===== config.mk =====
export PLATFORM = sky130hd
export DESIGN_NAME = hcs_alert_tx
export DESIGN_NICKNAME = d
export VERILOG_FILES = /design/src/rtl/hcs_alert_tx.sv
export SDC_FILE = /design/constraint.sdc
export NUM_CORES = 1
export LEC_CHECK = 0
export ABC_AREA = 1
export CAP_MARGIN = 40
export CORE_ASPECT_RATIO = 1.25
export CORE_UTILIZATION = 52
export CTS_BUF_LIST = sky130_fd_sc_hd__clkbuf_2 sky130_fd_sc_hd__clkbuf_4 sky130_fd_sc_hd__clkbuf_8
export CTS_CLUSTER_SIZE = 20
export DETAILED_ROUTE_END_ITERATION = 12
export PLACE_DENSITY = 0.88
export SLEW_MARGIN = 20
export SYNTH_ARGS = -nofsm -noshare
export SYNTH_HDL_FRONTEND = slang
export SYNTH_SLANG_ARGS = --single-unit

===== constraint.sdc =====
create_clock -name clk -period 1.4 [get_ports clk]
set_input_delay 0.28 -clock clk [delete_from_list [all_inputs] [get_ports clk]]
set_output_delay 0.28 -clock clk [all_outputs]
set_load 0.005 [all_outputs]

===== src/rtl/hcs_alert_tx.sv =====
// hcs_alert_tx: serial alert transmitter for the bedside monitor link.
// Snapshots the four abnormality flags and the glycemic index into an 8-bit
// payload and sends it as an 11-bit frame (start, D0..D7, even parity, stop).
// A frame goes out on request, or whenever the flag field differs from the
// flags carried by the last frame sent.
module hcs_alert_tx #(
    parameter int unsigned CLKS_PER_BIT = 16
) (
    input  logic       clk,
    input  logic       rst_n,
    input  logic       presureAbnormality,
    input  logic       bloodAbnormality,
    input  logic       fallDetected,
    input  logic       temperatureAbnormality,
    input  logic [3:0] glycemicIndex,
    input  logic       send_req,
    output logic       tx,
    output logic       busy,
    output logic       done,
    output logic [7:0] frame_cnt
);

    localparam int unsigned BAUD_W = (CLKS_PER_BIT > 2) ? $clog2(CLKS_PER_BIT) : 1;
    localparam logic [BAUD_W-1:0] BAUD_LAST = BAUD_W'(CLKS_PER_BIT - 1);

    localparam logic [2:0] IDLE   = 3'd0;
    localparam logic [2:0] START  = 3'd1;
    localparam logic [2:0] DATA   = 3'd2;
    localparam logic [2:0] PARITY = 3'd3;
    localparam logic [2:0] STOP   = 3'd4;

    logic [2:0]        state;
    logic [BAUD_W-1:0] baudCnt;
    logic [2:0]        bitCnt;
    logic [7:0]        shiftReg;
    logic              parityBit;
    logic [3:0]        lastFlags;
    logic              pending;

    logic [3:0]        flagsNow;
    logic [7:0]        payloadNow;
    logic              trigger;
    logic              bitEnd;

    logic              txReg;
    logic              busyReg;
    logic              doneReg;
    logic [7:0]        frameCnt;

    // Payload assembly, frame trigger and end-of-bit decode.
    always_comb begin
        flagsNow   = {presureAbnormality, bloodAbnormality, fallDetected, temperatureAbnormality};
        payloadNow = {flagsNow, glycemicIndex};
        trigger    = (state == IDLE) && (send_req || pending || (flagsNow != lastFlags));
        bitEnd     = (baudCnt == BAUD_LAST);
    end

    // Frame sequencing: IDLE -> START -> DATA -> PARITY -> STOP -> IDLE.
    always_ff @(posedge clk) begin
        if (!rst_n) begin
            state <= IDLE;
        end else begin
            case (state)
                IDLE:    if (trigger) state <= START;
                START:   if (bitEnd) state <= DATA;
                DATA:    if (bitEnd && (bitCnt == 3'd7)) state <= PARITY;
                PARITY:  if (bitEnd) state <= STOP;
                STOP:    if (bitEnd) state <= IDLE;
                default: state <= IDLE;
            endcase
        end
    end

    // Baud counter restarts on every bit; data-bit index advances per data bit.
    always_ff @(posedge clk) begin
        if (!rst_n || (state == IDLE)) begin
            baudCnt <= '0;
            bitCnt  <= '0;
        end else begin
            baudCnt <= bitEnd ? '0 : baudCnt + 1'b1;
            if ((state == DATA) && bitEnd) begin
                bitCnt <= bitCnt + 3'd1;
            end
        end
    end

    // Payload capture, shifting, last-sent flags and the one-deep request latch.
    always_ff @(posedge clk) begin
        if (!rst_n) begin
            shiftReg  <= '0;
            parityBit <= 1'b0;
            lastFlags <= '0;
            pending   <= 1'b0;
        end else if (trigger) begin
            shiftReg  <= payloadNow;
            parityBit <= ^payloadNow;
            lastFlags <= flagsNow;
            pending   <= 1'b0;
        end else begin
            if ((state != IDLE) && send_req) begin
                pending <= 1'b1;
            end
            if ((state == DATA) && bitEnd) begin
                shiftReg <= shiftReg >> 1;
            end
        end
    end

    // Registered line, busy/done flags and completed-frame counter.
    // tx is loaded one bit ahead, so during DATA the next bit is shiftReg[1].
    always_ff @(posedge clk) begin
        if (!rst_n) begin
            txReg    <= 1'b1;
            busyReg  <= 1'b0;
            doneReg  <= 1'b0;
            frameCnt <= '0;
        end else begin
            doneReg <= 1'b0;
            case (state)
                IDLE: begin
                    if (trigger) begin
                        txReg   <= 1'b0;
                        busyReg <= 1'b1;
                    end
                end
                START: begin
                    if (bitEnd) txReg <= shiftReg[0];
                end
                DATA: begin
                    if (bitEnd) txReg <= (bitCnt == 3'd7) ? parityBit : shiftReg[1];
                end
                PARITY: begin
                    if (bitEnd) txReg <= 1'b1;
                end
                STOP: begin
                    if (bitEnd) begin
                        txReg    <= 1'b1;
                        busyReg  <= 1'b0;
                        doneReg  <= 1'b1;
                        frameCnt <= frameCnt + 8'd1;
                    end
                end
                default: begin
                    txReg   <= 1'b1;
                    busyReg <= 1'b0;
                end
            endcase
        end
    end

    assign tx        = txReg;
    assign busy      = busyReg;
    assign done      = doneReg;
    assign frame_cnt = frameCnt;

endmodule


==> key figures <==
Outcome
  • Outcome: finished with violations
  • Violated checks: negative setup slack

Routing
  • Metal3 WL: 289 µm
  • Routed wire length: ~5400 µm
  • Routed vias/inst: roughly 5.6
  • Final ANT Viol Nets: 0
  • DR pass1 iterations: 4
  • Met1 WL: 2080 µm
  • Drt drc: 0
  • Met2 wire length: 2900 µm
  • WL per Instance: 15.2 µm
  • First DRT Iteration DRCs: 109
  • Via count: between 2000 and 2500
  • Max layer used: met4

STA
  • Min Tclk post-route: 1.48 ns
  • Period utilization: 106%
  • Max Transition Viols Final: 0
  • Clock Skew: 0.0104 ns
  • Fmax: 0.676 GHz
  • Setup WS post-layout: -0.0784 ns
  • Final hold violations: 0
  • WHS: about 0.46 ns
  • Worst-margin pin slew: 0.277 ns
  • RSZ-0062 raised after global routing: yes
  • Final setup viols: 9
  • Slew headroom: 81.3%

Clock tree
  • Root buffer cell: clkbuf_8
  • Clk_lat worst skew: 0.31 ns
  • CTS buffer count: 5
  • Clk buf depth: 2
  • Reg clk slew, reported paths: 0.07 ns
  • CTS tree: built
  • CTS sink cnt: 35
  • CTS H-tree depth: 2

Floorplanning
  • Starting density of the core: between 50% and 60%
  • IO Count: 22
  • Core Rows: 23
  • Die width: approximately 55 µm
  • Die Area: between 3000 and 4000 µm²
  • Die Ht: 68.7 µm
  • Placeable Area: ~3300 µm²

Layout
  • Final net count: 336
  • Layout cell share with drive strength beyond 1: 35.4%
  • N_diodes: 0
  • Design Area, Final: 2680 µm²
  • Post-Layout Cell Count: around 360
  • Layout area overhead: 44.6%

Critical path
  • Most frequent CP cell: nand2_1
  • Crit end category: register
  • Req. time, crit path: 1.60 ns
  • Crit path DAT: 1.68 ns
  • Slowest stage delay, CP: 0.35 ns
  • Crit path cell chain: ha_4 > nand3_4 > inv_2 > nand2_1 > nand2_1 > nand2_1 > nor2_1 > nand2_2 > o21ai_2 > nor2_1
  • CP max-delay cell: dfxtp_2
  • Maximum fanout along the worst path: 7
  • Startpoint Class: register
  • Kind of critical path: reg -> reg

Power and ir drop
  • PD cells: 1660 nW/µm²
  • Final Power: 4.43 mW
  • Static Leak: 1.29 nW
  • Worst IR Drop VDD: 1.23 mV

Global routing
  • Vias in the first global route: 1838
  • Initial antenna violation count: 0
  • Total gr overflow: 0
  • GRT Overall Usage: 27.4%
  • First-pass GRT wire length: 7910 µm
  • Largest net degree at the start of global routing: 19

Yosys
  • Register area share after synthesis: between 30% and 40%
  • Syn Area/Cell: 7.09 µm²
  • Post-synth net total: 276
  • Post-synth cell types: 35
  • Mapped Cells: 261
  • Synthesized flop and latch total: 35
  • Mapped Area: approximately 1900 µm²
  • Ys Warns: 0

Min path
  • Hold Crit Class: in -> reg

Placed design
  • Post-DP Area: 2250 µm²
  • Post-DP HPWL: just under 3000 µm
  • Placed insts: 338
  • Final RePlAce weighted congestion: 0.868
  • PortBufs: 21
  • Pre-CTS setup slack: -0.480 ns

Flow run
  • Max Cap Viol: 0
[power breakdown]
| part | internal, mW | leakage (nW) | switching, mW | total [mW] |
|---|---|---|---|---|
| combinational | 0.884 | 0.950 | 1.29 | 2.17 |
| sequential | 1.24 | 0.292 | 0.179 | 1.42 |
| clock | 0.448 | 0.0505 | 0.395 | 0.843 |
[routing by layer]
| metal | up-vias | GRT usage [%] |
|---|---|---|
| met5 | - | 0 |
| met4 | 0 | 18.1 |
| met3 | 22 | 7.09 |
| met2 | 69 | 48.9 |
| met1 | 954 | 29.0 |
| li1 | 958 | - |
[cell usage in the layout (no fill, tap or decap), types with 2 or more instances in the layout]
cell and instances:
a21oi_1 9, a21oi_2 3, buf_4 32, buf_6 4, clkbuf_8 7, clkdlybuf4s50_1 6
dfxtp_1 22, dfxtp_2 13, dlygate4sd2_1 13, dlymetal6s2s_1 2, ha_4 2, inv_1 27
inv_2 6, nand2_1 57, nand2_2 9, nand2_4 3, nand3_1 10, nand3_2 12
nand3b_1 2, nand4_1 3, nor2_1 28, nor2_2 2, nor2_4 7, o21ai_0 8
o21ai_1 6, o21ai_2 4, o22ai_1 3, xnor2_1 5, xor2_1 3
[registers in the layout (all words and copies together), names as in the netlist]
signal / flops
shiftReg: 8
bitCnt: 3
lastFlags: 4
tx: 1
busy: 1
parityBit: 1
frame_cnt: 8
baudCnt: 4
done: 1
pending: 1
state: 3
[layout make-up]
type / count / area, µm²
multi-input cells: 188 / 1190
flip-flops and latches: 35 / 717
fillers: 187 / 632
repair buffers: 57 / 484
inverters: 34 / 135
clock buffers: 7 / 96.3
well taps: 37 / 46.3
clock inverters: 1 / 7.51
[critical path, delay by kind of cell (launching register included)]
kind            cells  cell delay (ns)
buf+inv             1             0.10
simple gates        7             0.61
flops               1             0.35
fa+ha+maj           1             0.15
compound gates      1             0.17
[path summary, 6_finish.rpt]
kind,start,end,slack [ns],cells past startpoint
worst max register to register,baudCnt[0]$_SDFF_PP0_,state[2]$_SDFFE_PN0P_,-0.08,10
worst min-delay path,presureAbnormality,shiftReg[7]$_SDFFE_PN0P_,0.46,4
worst min register to register,busy$_SDFFE_PN0P_,busy$_SDFFE_PN0P_,0.47,2
worst max-delay path,baudCnt[0]$_SDFF_PP0_,state[2]$_SDFFE_PN0P_,-0.08,10
[cell usage after synthesis, drive strengths merged]
cell type	n	area [µm²]
clkbuf	1	3.75
nor2	38	179
o22ai	3	18.8
inv	34	128
xor2	3	26.3
xnor2	5	43.8
nor3	2	15.0
a21oi	12	63.8
buf	4	40.0
dfxtp	35	701
nor4	1	6.26
nand4	3	18.8
nand3	23	148
o21ai	18	90.1
nand2	69	274
nor3b	1	7.51
a31oi	1	6.26
or2	1	6.26
nand3b	2	15.0
ha	4	50.1
a21boi	1	11.3
[logic make-up (layout without fill, tap and decap cells)]
| kind of cell | after synthesis | count (layout) | synth area share [%] |
|---|---|---|---|
| compound gates | 35 | 35 | 10.3 |
| xor+xnor | 8 | 8 | 3.78 |
| fa+ha+maj | 4 | 4 | 2.70 |
| buf+inv | 39 | 99 | 9.26 |
| flops | 35 | 35 | 37.8 |
| simple gates | 140 | 141 | 36.1 |
[repair_timing]
item / CTS / global route
resized for setup: 40 / 51
pin swaps: 5 / 16
endpoints found under the hold margin: 0 / 0
gates cloned: 1 / 0
setup buffers: 7 / 5
hold buffers: 0 / 0
setup endpoints to repair: 33 / 35
[metrics by stage]
stage	setup TNS [ns]	util, %
global placement	-6.15	68.1
global route	-1.49	80.9
floorplan	0	-
CTS	-0.000926	75.3
detailed placement	-7.80	68.1
finish	-0.223	80.9
Power figures use the tool's default switching activity.
